===== src/rtl/mem_stage_if.sv =====
// Data-memory port between mem_stage (master) and the memory system (slave).
// Request is valid/ready; exactly one response or write acknowledgement follows each accepted request.
interface mem_stage_if;
    logic        req_valid;
    logic        req_ready;
    logic [63:0] addr;
    logic        wen;
    logic [63:0] wdata;
    logic [7:0]  wmask;
    logic        resp_valid;
    logic [63:0] rdata;

    modport master (
        output req_valid, addr, wen, wdata, wmask,
        input  req_ready, resp_valid, rdata
    );

    modport slave (
        input  req_valid, addr, wen, wdata, wmask,
        output req_ready, resp_valid, rdata
    );
endinterface


===== src/rtl/mem_stage.sv =====
// rv64IM memory stage: ALU/misaligned ops retire 1 cycle after acceptance, loads/stores >= 3 cycles.
// ready_o is low while a bus transaction is outstanding; request fields stay frozen until the handshake.
module mem_stage (
    input  logic        clk,
    input  logic        rst_n,
    input  logic        valid_i,
    output logic        ready_o,
    input  logic [63:0] aluout_i,
    input  logic [3:0]  memop_i,
    input  logic [63:0] store_data_i,
    input  logic [4:0]  rf_rd_i,
    input  logic        rf_wen_i,
    input  logic [63:0] pc_i,
    input  logic        exit_i,
    mem_stage_if.master dmem,
    output logic        wb_valid_o,
    output logic [4:0]  rf_rd_o,
    output logic        rf_wen_o,
    output logic [63:0] rf_wdata_o,
    output logic [63:0] pc_o,
    output logic        exit_o,
    output logic        misalign_o
);
    localparam logic [1:0] S_IDLE = 2'd0;
    localparam logic [1:0] S_REQ  = 2'd1;
    localparam logic [1:0] S_RESP = 2'd2;

    logic [1:0]  state_q, state_d;
    logic [63:0] addr_q, addr_d;
    logic [3:0]  memop_q, memop_d;
    logic [63:0] wdata_q, wdata_d;
    logic [7:0]  wmask_q, wmask_d;
    logic [4:0]  rd_q, rd_d;
    logic        rfwen_q, rfwen_d;
    logic [63:0] pc_q, pc_d;
    logic        exit_q, exit_d;

    logic        wb_vld_q, wb_vld_d;
    logic [4:0]  wb_rd_q, wb_rd_d;
    logic        wb_wen_q, wb_wen_d;
    logic [63:0] wb_wdata_q, wb_wdata_d;
    logic [63:0] wb_pc_q, wb_pc_d;
    logic        wb_exit_q, wb_exit_d;
    logic        wb_mis_q, wb_mis_d;

    logic        is_load, is_store, misal;
    logic [1:0]  size_log2;
    logic [7:0]  size_mask;
    logic [63:0] rd_shifted, load_val;

    always_comb begin
        is_load  = memop_i inside {[4'd1:4'd7]};
        is_store = memop_i inside {[4'd8:4'd11]};
        case (memop_i)
            4'd1, 4'd5, 4'd8:  size_log2 = 2'd0;
            4'd2, 4'd6, 4'd9:  size_log2 = 2'd1;
            4'd3, 4'd7, 4'd10: size_log2 = 2'd2;
            default:           size_log2 = 2'd3;
        endcase
        case (size_log2)
            2'd0:    begin size_mask = 8'h01; misal = 1'b0;            end
            2'd1:    begin size_mask = 8'h03; misal = aluout_i[0];     end
            2'd2:    begin size_mask = 8'h0F; misal = |aluout_i[1:0];  end
            default: begin size_mask = 8'hFF; misal = |aluout_i[2:0];  end
        endcase
        misal = misal & (is_load | is_store);
    end

    // Bus returns the whole doubleword; move the addressed bytes down to bit 0 before extension.
    always_comb begin
        rd_shifted = dmem.rdata >> {addr_q[2:0], 3'b000};
        case (memop_q)
            4'd1:    load_val = {{56{rd_shifted[7]}},  rd_shifted[7:0]};
            4'd2:    load_val = {{48{rd_shifted[15]}}, rd_shifted[15:0]};
            4'd3:    load_val = {{32{rd_shifted[31]}}, rd_shifted[31:0]};
            4'd5:    load_val = {56'd0, rd_shifted[7:0]};
            4'd6:    load_val = {48'd0, rd_shifted[15:0]};
            4'd7:    load_val = {32'd0, rd_shifted[31:0]};
            default: load_val = rd_shifted;
        endcase
    end

    always_comb begin
        state_d    = state_q;
        addr_d     = addr_q;
        memop_d    = memop_q;
        wdata_d    = wdata_q;
        wmask_d    = wmask_q;
        rd_d       = rd_q;
        rfwen_d    = rfwen_q;
        pc_d       = pc_q;
        exit_d     = exit_q;
        wb_vld_d   = 1'b0;
        wb_rd_d    = wb_rd_q;
        wb_wen_d   = wb_wen_q;
        wb_wdata_d = wb_wdata_q;
        wb_pc_d    = wb_pc_q;
        wb_exit_d  = wb_exit_q;
        wb_mis_d   = wb_mis_q;
        case (state_q)
            S_IDLE: begin
                if (valid_i) begin
                    if (!is_load && !is_store) begin
                        wb_vld_d   = 1'b1;
                        wb_rd_d    = rf_rd_i;
                        wb_wen_d   = rf_wen_i && (rf_rd_i != 5'd0);
                        wb_wdata_d = aluout_i;
                        wb_pc_d    = pc_i;
                        wb_exit_d  = exit_i;
                        wb_mis_d   = 1'b0;
                    end else if (misal) begin
                        wb_vld_d   = 1'b1;
                        wb_rd_d    = rf_rd_i;
                        wb_wen_d   = 1'b0;
                        wb_wdata_d = aluout_i;
                        wb_pc_d    = pc_i;
                        wb_exit_d  = exit_i;
                        wb_mis_d   = 1'b1;
                    end else begin
                        addr_d  = aluout_i;
                        memop_d = memop_i;
                        wdata_d = is_store ? (store_data_i << {aluout_i[2:0], 3'b000}) : 64'd0;
                        wmask_d = is_store ? (size_mask << aluout_i[2:0]) : 8'd0;
                        rd_d    = rf_rd_i;
                        rfwen_d = rf_wen_i && (rf_rd_i != 5'd0) && !is_store;
                        pc_d    = pc_i;
                        exit_d  = exit_i;
                        state_d = S_REQ;
                    end
                end
            end
            S_REQ: begin
                if (dmem.req_ready) state_d = S_RESP;
            end
            S_RESP: begin
                if (dmem.resp_valid) begin
                    wb_vld_d   = 1'b1;
                    wb_rd_d    = rd_q;
                    wb_wen_d   = rfwen_q;
                    wb_wdata_d = memop_q[3] ? addr_q : load_val;
                    wb_pc_d    = pc_q;
                    wb_exit_d  = exit_q;
                    wb_mis_d   = 1'b0;
                    state_d    = S_IDLE;
                end
            end
            default: state_d = S_IDLE;
        endcase
    end

    always_ff @(posedge clk or negedge rst_n) begin
        if (!rst_n) begin
            state_q    <= S_IDLE;
            addr_q     <= 64'd0;
            memop_q    <= 4'd0;
            wdata_q    <= 64'd0;
            wmask_q    <= 8'd0;
            rd_q       <= 5'd0;
            rfwen_q    <= 1'b0;
            pc_q       <= 64'd0;
            exit_q     <= 1'b0;
            wb_vld_q   <= 1'b0;
            wb_rd_q    <= 5'd0;
            wb_wen_q   <= 1'b0;
            wb_wdata_q <= 64'd0;
            wb_pc_q    <= 64'd0;
            wb_exit_q  <= 1'b0;
            wb_mis_q   <= 1'b0;
        end else begin
            state_q    <= state_d;
            addr_q     <= addr_d;
            memop_q    <= memop_d;
            wdata_q    <= wdata_d;
            wmask_q    <= wmask_d;
            rd_q       <= rd_d;
            rfwen_q    <= rfwen_d;
            pc_q       <= pc_d;
            exit_q     <= exit_d;
            wb_vld_q   <= wb_vld_d;
            wb_rd_q    <= wb_rd_d;
            wb_wen_q   <= wb_wen_d;
            wb_wdata_q <= wb_wdata_d;
            wb_pc_q    <= wb_pc_d;
            wb_exit_q  <= wb_exit_d;
            wb_mis_q   <= wb_mis_d;
        end
    end

    assign ready_o        = (state_q == S_IDLE);
    assign dmem.req_valid = (state_q == S_REQ);
    assign dmem.addr      = {addr_q[63:3], 3'b000};
    assign dmem.wen       = memop_q[3];
    assign dmem.wdata     = wdata_q;
    assign dmem.wmask     = wmask_q;

    assign wb_valid_o = wb_vld_q;
    assign rf_rd_o    = wb_rd_q;
    assign rf_wen_o   = wb_wen_q;
    assign rf_wdata_o = wb_wdata_q;
    assign pc_o       = wb_pc_q;
    assign exit_o     = wb_exit_q;
    assign misalign_o = wb_mis_q;
endmodule


===== src/flat_wrapper.sv =====
// flat-port wrapper written by rule: the top's interface ports become plain ports
module mem_stage_flat 
  (clk, rst_n, valid_i, ready_o, aluout_i, memop_i, store_data_i, rf_rd_i, rf_wen_i, pc_i, exit_i, wb_valid_o, rf_rd_o, rf_wen_o, rf_wdata_o, pc_o, exit_o, misalign_o, dmem_req_valid, dmem_addr, dmem_wen, dmem_wdata, dmem_wmask, dmem_req_ready, dmem_resp_valid, dmem_rdata);
  mem_stage_if dmem_i ();
  input  logic clk;
  input  logic rst_n;
  input  logic valid_i;
  output logic ready_o;
  input  logic [63:0] aluout_i;
  input  logic [3:0] memop_i;
  input  logic [63:0] store_data_i;
  input  logic [4:0] rf_rd_i;
  input  logic rf_wen_i;
  input  logic [63:0] pc_i;
  input  logic exit_i;
  output logic wb_valid_o;
  output logic [4:0] rf_rd_o;
  output logic rf_wen_o;
  output logic [63:0] rf_wdata_o;
  output logic [63:0] pc_o;
  output logic exit_o;
  output logic misalign_o;
  output wire logic [$bits(dmem_i.req_valid)-1:0] dmem_req_valid;
  output wire logic [$bits(dmem_i.addr)-1:0] dmem_addr;
  output wire logic [$bits(dmem_i.wen)-1:0] dmem_wen;
  output wire logic [$bits(dmem_i.wdata)-1:0] dmem_wdata;
  output wire logic [$bits(dmem_i.wmask)-1:0] dmem_wmask;
  input wire logic [$bits(dmem_i.req_ready)-1:0] dmem_req_ready;
  input wire logic [$bits(dmem_i.resp_valid)-1:0] dmem_resp_valid;
  input wire logic [$bits(dmem_i.rdata)-1:0] dmem_rdata;
  assign dmem_req_valid = dmem_i.req_valid;
  assign dmem_addr = dmem_i.addr;
  assign dmem_wen = dmem_i.wen;
  assign dmem_wdata = dmem_i.wdata;
  assign dmem_wmask = dmem_i.wmask;
  assign dmem_i.req_ready = dmem_req_ready;
  assign dmem_i.resp_valid = dmem_resp_valid;
  assign dmem_i.rdata = dmem_rdata;
  mem_stage u_core (.clk(clk), .rst_n(rst_n), .valid_i(valid_i), .ready_o(ready_o), .aluout_i(aluout_i), .memop_i(memop_i), .store_data_i(store_data_i), .rf_rd_i(rf_rd_i), .rf_wen_i(rf_wen_i), .pc_i(pc_i), .exit_i(exit_i), .dmem(dmem_i), .wb_valid_o(wb_valid_o), .rf_rd_o(rf_rd_o), .rf_wen_o(rf_wen_o), .rf_wdata_o(rf_wdata_o), .pc_o(pc_o), .exit_o(exit_o), .misalign_o(misalign_o));
endmodule

===== config.mk =====
export PLATFORM = sky130hd
export DESIGN_NAME = mem_stage_flat
export DESIGN_NICKNAME = d
export VERILOG_FILES = /design/src/rtl/mem_stage_if.sv /design/src/rtl/mem_stage.sv /design/src/flat_wrapper.sv
export SDC_FILE = /design/constraint.sdc
export NUM_CORES = 1
export LEC_CHECK = 0
export ABC_AREA = 1
export BUFFER_PORTS_ARGS = -buffer_cell sky130_fd_sc_hd__buf_4
export CORE_AREA = 2 2 213 215
export CTS_CLUSTER_DIAMETER = 200
export DETAILED_ROUTE_END_ITERATION = 16
export DIE_AREA = 0 0 215 217
export PLACE_DENSITY = 0.74
export SLEW_MARGIN = 20
export SYNTH_ARGS = -nofsm -noshare
export SYNTH_HDL_FRONTEND = slang
export SYNTH_SLANG_ARGS = --single-unit
export TNS_END_PERCENT = 20

===== constraint.sdc =====
create_clock -name clk -period 2.3 [get_ports clk]
set_clock_uncertainty 0.1 [all_clocks]
set_input_delay 0.46 -clock clk [delete_from_list [all_inputs] [get_ports clk]]
set_output_delay 0.46 -clock clk [all_outputs]
set_load 0.005 [all_outputs]

# == Word level (Yosys, flattened, before mapping) ==
# Memories as Yosys holds them, arrays and structs flattened.
# Index checks and enable logic that the tools add are counted.
# classes
magnitude_cmp,4
eq_ne,16
n_shift,3
n_mux,47
bitwise_logic,4
n_reduce_logical,16
# ops
operator,count
64-bit two-way mux,10
64-bit one-hot mux with 6 select lines,1
64-bit one-hot mux with 2 select lines,2
64-bit by 6-bit left shift with 64-bit output,1
64-bit by 6-bit right shift with 64-bit output,1
8-bit one-hot mux with 3 select lines,1
5-bit two-way mux,4
1-bit two-way mux,16
4-bit by 3-bit == test with 1-bit output (second input constant),3
2-bit two-way mux,5
5-bit one-hot mux with 2 select lines,1
4-bit by 2-bit == test with 1-bit output (second input constant),2
8-bit two-way mux,1
2-bit inequality test (second input constant),4
1-bit one-hot mux with 2 select lines,4
4-bit AND reduction,2
8-bit by 3-bit left shift with 8-bit output,1
2-bit one-hot mux with 3 select lines,1
1-bit logical AND,5
5-bit AND reduction,1
5-bit nonzero test,1
2-bit by 1-bit == test with 1-bit output (second input constant),2
2-bit == test (second input constant),2
4-bit by 1-bit == test with 1-bit output (second input constant),1
other kinds (15),18
# totals
ff_bits,350
mem_bits_ro,32
in_bits,272
output_inout_bits,276
word_cells,107
n_memories,1
# mem_list
name,depth,word_bits,rd,rd_ports_with_merged_regs,write_ports,line,text
(name not given),16,2,1,0,0,mem_stage.sv:54,case (memop_i)

# == Logic depth before layout (Yosys ltp) ==
# logic_depth
ltp_word,8
ltp_mapped,15

# == Worst setup path after synthesis ==
# OpenSTA, ideal clock, no wires.
# synth_timing
kind,input port to flip-flop
start,input memop_i[0]
end,register u_core.wb_pc_q[52] (netlist: u_core.pc_o[52])
setup_ns,0.116
t_arrival_ns,1.823
slack_ns,0.261
cell_stages,14
n_path_buf,2
cell_sequence,inv_1 ha_1 nand2_1 nand2_2 inv_2 nand2_1 nand2_2 nand3_1 nand2_1 nand2_2 buf_4 buf_4 nand2_1 nand2_1
# synth_via
elab_chain_cells,7
elab_cells_between_ends,21
classes_between,order compare (4); eq/ne (3); mux (4); bitwise (2); reduce/logical (7); memory (1)
# synth_rtl
item,line,text
start: declaration,flat_wrapper.sv:10,input logic [3:0] memop_i;
branches (longest 7 deep; another with memory 16 x 2 bit),n/a,
end signal: assignment,mem_stage.sv:183,wb_pc_q <= wb_pc_d;
end: declaration,mem_stage.sv:42,"logic [63:0] wb_pc_q, wb_pc_d;"
# Parallel ways; which one is timed is not known. The select of a mux whose other input is x is not followed.
# A chain may end at the register's enable or synchronous reset.

# == Worst setup path in the final report ==
# layout_timing
start,register u_core.memop_q[3]
end,output dmem_wen
# layout_rtl
item,line,text
start: declaration,mem_stage.sv:30,"logic [3:0] memop_q, memop_d;"
start signal: assignment,mem_stage.sv:172,memop_q <= memop_d;
end: declaration,flat_wrapper.sv:25,output wire logic [$bits(dmem_i.wen)-1:0] dmem_wen;
# No word-level cell between the ends.

==> flow_summary.toml <==
[run_status]
outcome = "complete, no violations"

[die]
die_h_um = 217
dieArea_um2 = 46660
ios = 548
start_util = 0.4377
row_count = 78
core-area_um2 = 44700
die_w_um = 215

[finish]
multi_input_area_um2 = 8703
n_fill_cell = 4125
layout_commonest_cell = "nand2_1"
seqCellArea_um2 = 8761
layout-drive-gt1-share = 0.2389
syn_to_final_growth_pct = 32.66
final_cells = 3841
fin_nets = 3480
layout_common_cells = "nand2_1, buf_4, o21ai_0, dfrtp_1, inv_1"

[power_and_ir_drop]
ir_drop_mv = 0.7934
leakagePower_nw = 13.70
p_per_area_nw_per_um2 = 1171

[worst_setup_path]
worstPathMaxFanout = 24
cp-start-kind = "flop"
arrival_ns = 1.62
critical_path.startpoint = "u_core.memop_q[3]"
critPathMostFrequentCell = "buf_4"
worst_path_largest_cell_delay_ns = 0.39
worst-path-buf-inv = 3
critPathCaptureType = "output port"
r2r_start = "u_core.addr_q[0]"
cp_top_family = "buffers and inverters"
worstPathCellList = "buf_4 -> buf_6 -> buf_4"
worst_path_max_delay_cell = "dfrtp_2"
worst_ep_required_time_ns = 1.74
worst-setup-path-type = "flop to output port"

[logic_synthesis]
async_flop_share = 1.000
synth_area_um2 = 19570
synth_area_leaders = "dfrtp_1, nand2_1, o21ai_0"
synth_top_area_share = 0.4476
synth_top_area_cell = "dfrtp_1"
netlist_instances = 2734
ys_seq_elements = 350
ys.flop_type = "dfrtp_1"
yosysWarnings = 0
synth_edf_count = 0
ys_types = 36
avgSynthCellArea_um2 = 7.157
seq_area_frac_synth = 0.4476

[timing]
hold_violations = 0
slew_headroom = 0.6577
maxSlewViolCount = 0
period_share = 0.9485
rsz0062_at_grt = "no"
setup_tns_ns = 0
setup_viol = 0
tightest_slew_ns = 0.5080
fmax_ghz = 0.4584
fin_crit_ns = 2.182

[drt]
firstDrtPassIters = 6
initialDrtViolationCount = 1875
wirelength_um = 73790
vias_per_cell = 5.296
num_vias = 20340
postRouteAntennaNets = 0
wire_per_inst_um = 19.21
drc_errors = 0

[clock_tree]
cts_tree = "done"
cts_root_buffer = "clkbuf_16"
numCtsBuffers = 41
clock_sinks = 350
htree_levels = 2
ctsLongestPathBuffers = 3
clock_latency_ns = 0.58
clkTransAtPathRegs_ns = 0.07

[worst_hold_path]
min_path_type = "input port to flop"
hp-start = "aluout_i[17]"

[global_route]
grt_pass1_wl_um = 111200
grt_max_degree = 97
grt_use_total = 0.3054
antenna_found_initial = 5
grt_pass1_vias = 19430
grt-ovfl-total = 0

[job]
maxCapViolCount = 0

[placement]
port_buffers = 544
hpwl_um = 55220
place_inst = 3751
routabilityCongestion = 0.9471
-- layer usage --
layer,part of all wire,track usage,up-vias
met5,0.00018,0,-
met4,0.044,0.1313,2
met3,0.077,0.06080,151
met2,0.48,0.5098,903
met1,0.40,0.3872,9671
li1,-,-,9616
-- synthesized netlist by cell type, types with 2 or more instances --
cell type,number
nor3_1,4
nand4_1,2
o21ai_0,365
o21a_1,8
buf_2,94
nand2_2,3
buf_6,4
buf_1,7
o22ai_1,20
a21oi_1,72
mux2i_1,12
clkbuf_1,56
o31ai_1,3
inv_2,7
nor2_1,144
or2_2,2
nand2_1,1039
o31ai_2,18
buf_4,83
nand3_1,124
dfrtp_1,350
a221oi_1,2
o21bai_1,33
inv_1,197
o211ai_1,24
ha_1,2
nand3_2,2
o21ai_1,49
-- report_power, final --
group | total (mW) | internal [mW] | switching [mW]
clock network | 6.79 | 4.05 | 2.74
registers | 10.3 | 8.58 | 1.70
logic | 13.3 | 5.67 | 7.66
total | 30.4 | 18.3 | 12.1
-- worst paths after layout --
kind	end	slack [ns]	depth (start not counted)
min in group asynchronous	u_core.pc_o[44]	0.25	2
max in group asynchronous	u_core.rf_wdata_o[56]	1.09	3
worst min-delay path	u_core.addr_q[17]	0.03	3
worst max-delay path	dmem_wen	0.12	3
worst min register to register	u_core.rf_wdata_o[12]	0.38	2
worst max register to register	u_core.rf_wdata_o[24]	0.17	13
-- cell families after synthesis --
| logic type | after synthesis | share of synthesized area |
|---|---|---|
| simple gates | 1323 | 0.2649 |
| compound gates | 596 | 0.1700 |
| mux | 12 | 0.006139 |
| other cells | 1 | 0.0001917 |
| buf+inv | 450 | 0.1099 |
| fa+ha+maj | 2 | 0.001279 |
| flops | 350 | 0.4476 |
-- per-stage QoR --
step	power, mW	setup WS [ns]	hold WS (ns)	instance area [um2]	utilization
CTS	30.36	0.01214	0.0006230	25880	0.5791
global route	32.26	0.01651	0.009271	25950	0.5806
detailed placement	23.41	0.001346	0.2483	24380	0.5455
floorplan	16.87	0.2607	0.06441	19570	-
global placement	23.14	0.008684	0.2495	24380	0.5455
finish	30.39	0.1184	0.02902	25960	0.5807
-- timing repair --
item                                   in CTS  in global routing
setup endpoints to repair                   0                 47
buffers inserted                            0                  1
hold buffers                               10                  0
gates resized for setup                     0                 12
endpoints found under the hold margin      72                  0
-- registers in the layout, summed over array words and instances, names as in the netlist, 2 cells and up --
name,cells
u_core.addr_q,64
u_core.pc_o,64
u_core.rf_wdata_o,64
u_core.rd_q,5
u_core.dmem.wmask,8
u_core.state_q,2
u_core.pc_q,64
u_core.memop_q,4
u_core.dmem.wdata,64
u_core.rf_rd_o,5
-- area by class of cell --
cell class / instances / share of cell area
clock inverter: 13 / 0.006749
sequential: 350 / 0.3375
inverter: 205 / 0.02974
multi-input combinational: 1936 / 0.3353
timing repair buffer: 672 / 0.2139
antenna: 5 / 0.0004820
clock buffer: 60 / 0.04734
tap: 600 / 0.02892
-- worst reg2reg max path, stage by stage, from the launching register on --
cell and delay, ns:
dfrtp_2 0.45, inv_4 0.13, buf_12 0.23, buf_4 0.21
nand3_1 0.13, nand2_1 0.09, nand2_1 0.06, inv_1 0.07
o21ai_0 0.12, nand3_1 0.14, nand2_1 0.08, o21ai_0 0.10
nand2_1 0.07, nand2_1 0.06
No activity file was read; power rests on OpenSTA's default activity.
